[src/rtl/pwm_pkg.sv]
// Shared PWM definitions: duty width, period, mode codes and sequencer states.
package pwm_pkg;

  localparam int unsigned DUTY_W     = 4;
  localparam int unsigned PWM_PERIOD = 16;

  localparam logic [1:0] MODE_MANUAL   = 2'b00;
  localparam logic [1:0] MODE_SAW      = 2'b01;
  localparam logic [1:0] MODE_TRIANGLE = 2'b10;
  localparam logic [1:0] MODE_FULL     = 2'b11;

  // 4'h0 is decoded by the PWM as 100% duty
  localparam logic [DUTY_W-1:0] DUTY_FULL = 4'h0;

  typedef enum logic [2:0] {
    S_IDLE,
    S_MANUAL,
    S_SAW,
    S_TRI_UP,
    S_TRI_DOWN,
    S_FULL
  } seq_state_e;

  // Run state selected by a mode code; triangle resumes in the current direction
  function automatic seq_state_e mode_state(input logic [1:0] mode, input logic dir);
    seq_state_e st;
    unique case (mode)
      MODE_MANUAL:   st = S_MANUAL;
      MODE_SAW:      st = S_SAW;
      MODE_TRIANGLE: st = dir ? S_TRI_UP : S_TRI_DOWN;
      default:       st = S_FULL;
    endcase
    return st;
  endfunction

endpackage

[src/rtl/pwm_step_timer.sv]
// Step pacing timer: counts 0..STEP_TICKS-1 while enabled, tick marks the last count.
module pwm_step_timer #(
  parameter int unsigned STEP_TICKS = 64
) (
  input  logic clk,
  input  logic rst_n,
  input  logic enable,
  output logic tick
);

  localparam int unsigned CNT_W = (STEP_TICKS > 1) ? $clog2(STEP_TICKS) : 1;
  localparam logic [CNT_W-1:0] CNT_LAST = CNT_W'(STEP_TICKS - 1);
  localparam logic [CNT_W-1:0] CNT_PRE  = CNT_W'(STEP_TICKS - 2);

  logic [CNT_W-1:0] count;

  // Counter plus registered tick; tick is high exactly while count sits at its last value
  always_ff @(posedge clk or negedge rst_n) begin
    if (!rst_n) begin
      count <= '0;
      tick  <= 1'b0;
    end else if (!enable) begin
      count <= '0;
      tick  <= 1'b0;
    end else begin
      count <= (count == CNT_LAST) ? '0 : count + CNT_W'(1);
      tick  <= (count == CNT_PRE);
    end
  end

endmodule

[src/rtl/pwm_duty_sequencer.sv]
// Duty-word sequencer feeding pulse_width_modulation: manual, sawtooth, triangle and full-on patterns.
module pwm_duty_sequencer
  import pwm_pkg::*;
#(
  parameter int unsigned STEP_TICKS = 64,
  parameter int unsigned MIN_DUTY   = 1,
  parameter int unsigned MAX_DUTY   = 15
) (
  input  logic                clk,
  input  logic                rst_n,
  input  logic                enable,
  input  logic [1:0]          mode,
  input  logic                btn_up,
  input  logic                btn_down,
  output logic [DUTY_W-1:0]   duty_cycle,
  output logic                step_strobe,
  output logic                direction
);

  // Duty steps must land on whole PWM periods; ramp bounds must be a legal nonzero range
  if (STEP_TICKS == 0 || (STEP_TICKS % PWM_PERIOD) != 0) begin : g_bad_step_ticks
    $fatal(1, "pwm_duty_sequencer: STEP_TICKS must be a nonzero multiple of %0d", PWM_PERIOD);
  end
  if (MIN_DUTY < 1 || MIN_DUTY > 14 || MAX_DUTY <= MIN_DUTY || MAX_DUTY > 15) begin : g_bad_range
    $fatal(1, "pwm_duty_sequencer: illegal MIN_DUTY/MAX_DUTY");
  end

  localparam logic [DUTY_W-1:0] MIN_L = DUTY_W'(MIN_DUTY);
  localparam logic [DUTY_W-1:0] MAX_L = DUTY_W'(MAX_DUTY);
  localparam logic [DUTY_W-1:0] ONE   = DUTY_W'(1);

  seq_state_e        state, state_n, target;
  logic [DUTY_W-1:0] level, level_n, duty_n;
  logic              dir_n, strobe_n;
  logic              up_pend, dn_pend, up_pend_n, dn_pend_n;
  logic              up_req, dn_req;
  logic              timer_en, tick;

  assign timer_en = enable && (state != S_IDLE);

  pwm_step_timer #(.STEP_TICKS(STEP_TICKS)) u_timer (
    .clk    (clk),
    .rst_n  (rst_n),
    .enable (timer_en),
    .tick   (tick)
  );

  // State, level and output registers
  always_ff @(posedge clk or negedge rst_n) begin
    if (!rst_n) begin
      state       <= S_IDLE;
      level       <= MIN_L;
      direction   <= 1'b1;
      duty_cycle  <= MIN_L;
      step_strobe <= 1'b0;
      up_pend     <= 1'b0;
      dn_pend     <= 1'b0;
    end else begin
      state       <= state_n;
      level       <= level_n;
      direction   <= dir_n;
      duty_cycle  <= duty_n;
      step_strobe <= strobe_n;
      up_pend     <= up_pend_n;
      dn_pend     <= dn_pend_n;
    end
  end

  // Next-state: mode is sampled only at tick, where the new mode's step is applied immediately
  always_comb begin
    state_n   = state;
    target    = state;
    level_n   = level;
    dir_n     = direction;
    duty_n    = duty_cycle;
    strobe_n  = 1'b0;
    up_pend_n = 1'b0;
    dn_pend_n = 1'b0;
    up_req    = up_pend | btn_up;
    dn_req    = dn_pend | btn_down;

    if (!enable) begin
      state_n = S_IDLE;
    end else if (state == S_IDLE) begin
      state_n = mode_state(mode, direction);
    end else if (!tick) begin
      if (state == S_MANUAL) begin
        up_pend_n = up_req;
        dn_pend_n = dn_req;
      end
    end else begin
      target  = mode_state(mode, direction);
      state_n = target;
      unique case (target)
        S_MANUAL: begin
          if (up_req && !dn_req && level < MAX_L) begin
            level_n = level + ONE;
          end else if (dn_req && !up_req && level > MIN_L) begin
            level_n = level - ONE;
          end
        end
        S_SAW: begin
          level_n = (level >= MAX_L) ? MIN_L : level + ONE;
          dir_n   = 1'b1;
        end
        S_TRI_UP, S_TRI_DOWN: begin
          if (target == S_TRI_UP) begin
            level_n = (level >= MAX_L) ? level - ONE : level + ONE;
          end else begin
            level_n = (level <= MIN_L) ? level + ONE : level - ONE;
          end
          // reverse on reaching an endpoint so it is held for exactly one interval
          if (level_n == MAX_L) begin
            dir_n = 1'b0;
          end else if (level_n == MIN_L) begin
            dir_n = 1'b1;
          end else begin
            dir_n = (level_n > level);
          end
          state_n = dir_n ? S_TRI_UP : S_TRI_DOWN;
        end
        default: ;
      endcase
      duty_n   = (target == S_FULL) ? DUTY_FULL : level_n;
      strobe_n = (duty_n != duty_cycle);
    end
  end

endmodule

[config.mk]
export PLATFORM = sky130hd
export DESIGN_NAME = pwm_duty_sequencer
export DESIGN_NICKNAME = d
export VERILOG_FILES = /design/src/rtl/pwm_pkg.sv /design/src/rtl/pwm_step_timer.sv /design/src/rtl/pwm_duty_sequencer.sv
export SDC_FILE = /design/constraint.sdc
export NUM_CORES = 1
export LEC_CHECK = 0
export ABC_AREA = 1
export BUFFER_PORTS_ARGS = -buffer_cell sky130_fd_sc_hd__buf_2
export CAP_MARGIN = 25
export CORE_ASPECT_RATIO = 1.25
export CORE_MARGIN = 2
export CORE_UTILIZATION = 55
export DETAILED_ROUTE_END_ITERATION = 6
export GPL_TIMING_DRIVEN = 0
export PLACE_DENSITY = 0.74
export SLEW_MARGIN = 0
export SYNTH_ARGS = -nofsm -noshare
export SYNTH_HDL_FRONTEND = slang
export SYNTH_HIERARCHICAL = 1
export SYNTH_SLANG_ARGS = --single-unit
[constraint.sdc]
create_clock -name clk -period 2.9 [get_ports clk]
set_clock_uncertainty 0.05 [all_clocks]
set_input_delay 0.145 -clock clk [delete_from_list [all_inputs] [get_ports clk]]
set_output_delay 0.145 -clock clk [all_outputs]
set_load 0.1 [all_outputs]
# Word level (Yosys, flattened, before mapping)
# Index checks and enable logic that the tools add are counted.
dict set report word_totals {
  ff_bits 22
  output_inout_bits 6
  input_bits 7
}
dict set report op_classes {
  muxes 46
  bitwise 3
  n_eq_ne 14
  n_reduce_logical 14
  addsub 3
  order_cmp 5
}
# op count
set ops {}
lappend ops {{$mux 4} 14}
lappend ops {{$mux 3} 9}
lappend ops {{$mux 1} 18}
lappend ops {{$eq 6x6->1 const B} 2}
lappend ops {{$mux 6} 2}
lappend ops {{$pmux 4 s3} 1}
lappend ops {{$pmux 3 s3} 1}
lappend ops {{$add 6x1->6 const B} 1}
lappend ops {{$eq 3x1->1 const B} 2}
lappend ops {{$eq 3x2->1 const B} 2}
lappend ops {{$eq 3x3->1 const B} 2}
lappend ops {{$logic_and 1x1->1} 5}
lappend ops {{$add 4x1->4 const B} 1}
lappend ops {{$eq 4x1->1 const B} 1}
lappend ops {{$eq 4x4->1 const B} 1}
lappend ops {{$ge 4x4->1 const B} 1}
lappend ops {{$gt 4x1->1 const B} 1}
lappend ops {{$gt 4x4->1} 1}
lappend ops {{$le 4x1->1 const B} 1}
lappend ops {{$lt 4x4->1 const B} 1}
lappend ops {{$ne 4x4->1} 1}
lappend ops {{$reduce_and 4->1} 1}
lappend ops {{$sub 4x1->4 const B} 1}
lappend ops {{$logic_not 3->1} 1}
lappend ops {{12 further kinds} 14}

# Depth between registers and ports, before layout
dict set report depth {
  depth_word 23
  ltp_mapped 20
}

# Hierarchy
# Netlist, hierarchy kept.
# module cells_each n_inst area_per_inst_um2 seq_area_each_um2
set by_module_without_submodules {}
lappend by_module_without_submodules {pwm_duty_sequencer 242 1 1490.2 379.1}
lappend by_module_without_submodules {pwm_step_timer 33 1 320.3 175.2}

# Worst setup path before layout
# OpenSTA, ideal clock, no wires.
dict set report synth_path {
  kind {reg2reg}
  start {reg direction}
  end {reg state[2]}
  setup_time_ps 123
  path_slack_ps 217
  path_stages_with_launch 17
  period_less_slack_ps 2683
  arrival_time_ps 2510
  path_cell_list {dfstp_2 > nand2_1 > nand2_1 > nand2_1 > nor2_1 > nand2_1 > nand2_1 > inv_1 > ha_1 > nand2_1 > inv_1 > o21ai_0 > a32o_1 > nand3_1 > nand2_1 > o21ai_0 > nand2_1}
}
dict set report synth_via {
  elab_chain_len 23
}
# element line_no
set synth_lines {}
lappend synth_lines {{from (decl)} pwm_duty_sequencer.sv:17} ;# output logic direction
lappend synth_lines {{from (signal assigned)} pwm_duty_sequencer.sv:61} ;# direction <= dir_n;
lappend synth_lines {{$mux 3 *} pwm_pkg.sv:30} ;# MODE_TRIANGLE: st = dir ? S_TRI_UP : S_TRI_DOWN;
lappend synth_lines {{$pmux 3 s3 *} pwm_pkg.sv:27} ;# unique case (mode)
lappend synth_lines {{$mux 3} pwm_duty_sequencer.sv:86} ;# end else if (!tick) begin
lappend synth_lines {{$mux 3} pwm_duty_sequencer.sv:84} ;# end else if (state == S_IDLE) begin
lappend synth_lines {{$mux 3} pwm_duty_sequencer.sv:82} ;# if (!enable) begin
lappend synth_lines {{$eq 3x2->1} {pwm_duty_sequencer.sv:94, pwm_duty_sequencer.sv:107}}
lappend synth_lines {{$mux 4} pwm_duty_sequencer.sv:107} ;# if (target == S_TRI_UP) begin
lappend synth_lines {{$mux 4} pwm_duty_sequencer.sv:94} ;# unique case (target)
lappend synth_lines {{[7 not listed]} -}
lappend synth_lines {{$mux 1} pwm_duty_sequencer.sv:86}
lappend synth_lines {{$mux 1} pwm_duty_sequencer.sv:84}
lappend synth_lines {{$mux 1} pwm_duty_sequencer.sv:82}
lappend synth_lines {{$mux 3} pwm_duty_sequencer.sv:120} ;# state_n = dir_n ? S_TRI_UP : S_TRI_DOWN;
lappend synth_lines {{$mux 3} pwm_duty_sequencer.sv:94}
lappend synth_lines {{$mux 3} pwm_duty_sequencer.sv:86}
lappend synth_lines {{$mux 3 *} pwm_duty_sequencer.sv:84}
lappend synth_lines {{$mux 3 *} pwm_duty_sequencer.sv:82}
lappend synth_lines {{to (signal assigned)} pwm_duty_sequencer.sv:59} ;# state <= state_n;
lappend synth_lines {{to (decl)} pwm_duty_sequencer.sv:32} ;# seq_state_e state, state_n, target;
# Every way passes the cells marked *; elsewhere a longest branch is shown, timed or not. The select of a mux whose other input is x is not followed.
# A chain may end at the register's enable or synchronous reset.

# Worst setup path after layout
dict set report layout_path {
  start {reg level[0]}
  end {reg state[0]}
}
dict set report layout_via {
  elab_chain_len 19
}
# element line_no
set layout_lines {}
lappend layout_lines {{from (decl)} pwm_duty_sequencer.sv:33} ;# logic [DUTY_W-1:0] level, level_n, duty_n;
lappend layout_lines {{from (signal assigned)} pwm_duty_sequencer.sv:60} ;# level <= level_n;
lappend layout_lines {{$sub 4x1->4 (tied with other cells)} {pwm_duty_sequencer.sv:108, pwm_duty_sequencer.sv:110}}
lappend layout_lines {{$mux 4 (on tied branches)} {pwm_duty_sequencer.sv:110, pwm_duty_sequencer.sv:108}}
lappend layout_lines {{$mux 4} pwm_duty_sequencer.sv:107}
lappend layout_lines {{$mux 4} pwm_duty_sequencer.sv:94}
lappend layout_lines {{$mux 4} pwm_duty_sequencer.sv:86}
lappend layout_lines {{$mux 4} pwm_duty_sequencer.sv:84}
lappend layout_lines {{$mux 4} pwm_duty_sequencer.sv:82}
lappend layout_lines {{$gt 4x4->1 / $eq 4x1->1 (equally long branches)} {pwm_duty_sequencer.sv:118, pwm_duty_sequencer.sv:115}}
lappend layout_lines {{[3 not listed]} -}
lappend layout_lines {{$mux 1 *} pwm_duty_sequencer.sv:86}
lappend layout_lines {{$mux 1 *} pwm_duty_sequencer.sv:84}
lappend layout_lines {{$mux 1 *} pwm_duty_sequencer.sv:82}
lappend layout_lines {{$mux 3 *} pwm_duty_sequencer.sv:120}
lappend layout_lines {{$mux 3 *} pwm_duty_sequencer.sv:94}
lappend layout_lines {{$mux 3 *} pwm_duty_sequencer.sv:86}
lappend layout_lines {{$mux 3 *} pwm_duty_sequencer.sv:84}
lappend layout_lines {{$mux 3 *} pwm_duty_sequencer.sv:82}
# Marked as above.

==> results.cfg <==
[status]
outcome = finished clean

[cells_and_area]
final_area_um2 = 2030
layout-drive-gt1-share_pct = 14.6
layout.nets = 318
antenna_cells_inserted = 0
syn2layout_area_growth_pct = 12.0

[synth]
post-synth-top-area-cell = sky130_fd_sc_hd__dfrtp_1
async_reset_ff_share_pct = 100
synth.area.top_cells = sky130_fd_sc_hd__dfrtp_1, sky130_fd_sc_hd__nand2_1, sky130_fd_sc_hd__ha_1, sky130_fd_sc_hd__inv_1, sky130_fd_sc_hd__nand3_1
flip_flop_cell_with_the_highest_count_after_synthesis = sky130_fd_sc_hd__dfrtp_1
synth_fp_nets = 297
synth_commonest_cells = sky130_fd_sc_hd__nand2_1, sky130_fd_sc_hd__inv_1, sky130_fd_sc_hd__nor2_1
synth_warnings = 6
synthMostInstantiatedCell = sky130_fd_sc_hd__nand2_1
synthDominantCellAreaShare_pct = 26.3
post_synth.cell_area_avg_um2 = 6.58
netlist_area_um2 = 1810
synth_sequential_area_ratio_pct = 30.6
syn_inst = 275
synth_cell_types = 24
synth_seq_cells = 22
synth_enable_flop_cells = 0

[worst_setup_path]
crit_chain = buf_4, ha_1, nand3_2, xor2_1, nand2_1, nand2_1, inv_1, ha_1, inv_1, nor2_1, o21ai_0, a32o_1, nand3_1, nand2_2, nand2_1, nand3_1, nand2_1
crit_path_frequent_cell = sky130_fd_sc_hd__nand2_1
setup.worst_path.end_class = flip-flop
cp_num_buf_inv = 3
worst-endpoint-arrival_ns = 2.78
crit_type = reg -> reg
cp_slowest_cell = sky130_fd_sc_hd__dfstp_2
start_kind = flip-flop
cp_slowest_stage_delay_ns = 0.55
critPathTopFamily = simple AND/OR/NAND/NOR gates
crit_required_ns = 3.01
largest_fanout_of_any_net_on_the_critical_path = 6

[run]
max-cap-violations = 0

[timing]
worst_slew_margin_rel_pct = 66.5
finalMaxSlewViolations = 0
final_period_minus_worst_setup_slack_ns = 2.67
timing_hold_violations_final = 0
hold-worst-slack_ns = 0.198
finalSetupViolations = 0
fmaxAchievable_mhz = 374
worst_slew_pin_slew_ns = 0.502
final_min_period_over_clock_period_pct = 92.1

[clock_network]
clk_latency_ns = 0.26
cts.path.max_buffers = 2
total_clock_sinks = 22
clkTransAtPathRegs_ns = 0.08
clk_root_buffer_cell = sky130_fd_sc_hd__clkbuf_8
cts_tree = done
cts-buffers-inserted = 3
clock_tree.htree_level_count = 1

[floorplanning]
full_die_area_um2 = 3770
initial_cell_density_of_the_core_pct = 57.2
io_pins = 13
num_rows = 23
fp.dieW_um = 55.3
die_h_um = 68.1
core_area_um2 = 3170

[detailed_routing]
drt_iter0_drc = 107
finalWirelength_um = 3740
wl_per_cell_um = 11.3
remaining_drcs = 0
detail_route.first_pass.iterations = 4
top_layer_used = met4
postRouteAntennaNets = 0
met1Wirelength_um = 1660
met3_wirelength_um = 116
detail_route.vias_per_cell = 5.21
met2_wirelength_um = 1930
via_count = 1731

[placement]
placed_area_um2 = 1920
detailed_place_hpwl_um = 2890
place_congestion = 0.883
portBuffers = 12

[power_and_ir_drop]
vdd_ir_drop_max_mv = 0.409
p_per_area_nw_per_um2 = 475
static-leakage-power_nw = 1.12
post-layout-total-power_mw = 0.963

[global_route]
antenna_found_initial = 0
grt_max_degree = 23
grt_pass1_wl_um = 6750
globalRouteTotalUtil_pct = 22.2
globalRouteOverflowTotal = 0
grt_pass1_vias = 1591

[hold_path]
min_path_type = in -> reg
[cells in the final DEF (no fill, tap or decap)]
cell,instances
sky130_fd_sc_hd__nand2_1,86
sky130_fd_sc_hd__inv_1,39
sky130_fd_sc_hd__nor2_1,32
sky130_fd_sc_hd__nand3_1,27
sky130_fd_sc_hd__dfrtp_1,19
sky130_fd_sc_hd__ha_1,14
sky130_fd_sc_hd__o21ai_0,12
sky130_fd_sc_hd__buf_2,12
sky130_fd_sc_hd__a21oi_1,9
sky130_fd_sc_hd__nand3_2,6
sky130_fd_sc_hd__inv_2,4
sky130_fd_sc_hd__buf_4,4
sky130_fd_sc_hd__nand2_2,4
sky130_fd_sc_hd__nor3_1,4
sky130_fd_sc_hd__xor2_1,3
sky130_fd_sc_hd__clkbuf_8,3
sky130_fd_sc_hd__dfstp_2,3
sky130_fd_sc_hd__o21ai_1,2
sky130_fd_sc_hd__nand4_1,2
sky130_fd_sc_hd__buf_6,1
sky130_fd_sc_hd__clkbuf_1,1
sky130_fd_sc_hd__or3b_2,1
sky130_fd_sc_hd__nand3_4,1
sky130_fd_sc_hd__a32o_1,1
sky130_fd_sc_hd__nor3_2,1
sky130_fd_sc_hd__ha_2,1
sky130_fd_sc_hd__bufinv_16,1
sky130_fd_sc_hd__dlygate4sd3_1,1
sky130_fd_sc_hd__nor2_2,1
[cell families (layout without fill, tap and decap cells)]
family                     count (synthesis)  count (layout)  synth area share (%)
DFF                                       22              22                  30.6
AOI/OAI and AO/OA                         24              24                  6.91
adders and majority gates                 15              15                  10.4
xor gates and xnor gates                   3               3                  1.45
and+or+nand+nor                          165             165                  40.5
buffers and inverters                     46              66                  10.2
[tightest hold or removal path: cells and delay by family]
kind                   cells  cell delay [ns]
and+or+nand+nor            2             0.23
buffers and inverters      1             0.09
[sequential cells by signal, indices dropped and copies added (netlist names)]
signal         count
u_timer/count      6
duty_cycle         4
level              4
state              3
direction          1
dn_pend            1
step_strobe        1
u_timer/tick       1
up_pend            1
[cell type report]
| class | instances | area, µm² |
|---|---|---|
| sequential | 22 | 554 |
| fill | 304 | 1140 |
| clock buffer | 3 | 41.3 |
| clock inverter | 1 | 30.0 |
| multi-input combinational | 207 | 1080 |
| buffer | 3 | 22.5 |
| inverter | 43 | 161 |
| timing repair buffer | 16 | 92.6 |
| tap | 37 | 46.3 |
[routing by layer]
metal,vias to the layer above,track usage (%)
met5,-,0
met3,4,2.27
met4,0,5.79
met1,787,27.7
met2,32,41.2
li1,908,-
[where the power goes]
group          total (mW)  internal [mW]  switching (mW)
logic               0.306         0.0981           0.208
clock network       0.284          0.184          0.0999
registers           0.373          0.342          0.0301
[per-stage QoR]
stage          util [%]  instances  worst slack, ns  setup TNS, ns
2_1_floorplan         -        275            0.217              0
3_3_place_gp       60.6        324          -0.0225        -0.0225
3_5_place_dp       60.6        324          -0.0381        -0.0381
4_1_cts            63.6        331            0.138              0
5_1_grt            64.1        332         -0.00588       -0.00622
6_report           64.1        332            0.228              0
[path summary, 6_finish.rpt]
| kind | startpoint | endpoint | slack [ns] | cells after the start |
|---|---|---|---|---|
| min reg2reg | state[0] | state[0] | 0.45 | 2 |
| max reg2reg | level[0] | state[0] | 0.23 | 17 |
| min in group asynchronous | rst_n | u_timer/count[1] | 0.32 | 2 |
| max | level[0] | state[0] | 0.23 | 17 |
| min | btn_up | up_pend | 0.20 | 3 |
| max in group asynchronous | rst_n | level[0] | 2.11 | 2 |
[repair_timing]
| item | CTS | global route |
|---|---|---|
| pin swaps | 0 | 0 |
| hold buffers | 1 | 0 |
| endpoints found under the hold margin | 19 | 0 |
| buffers inserted | 2 | 1 |
| endpoints found under the setup margin | 2 | 4 |
| resized for setup | 0 | 5 |
(Power assumes the default switching activity.)
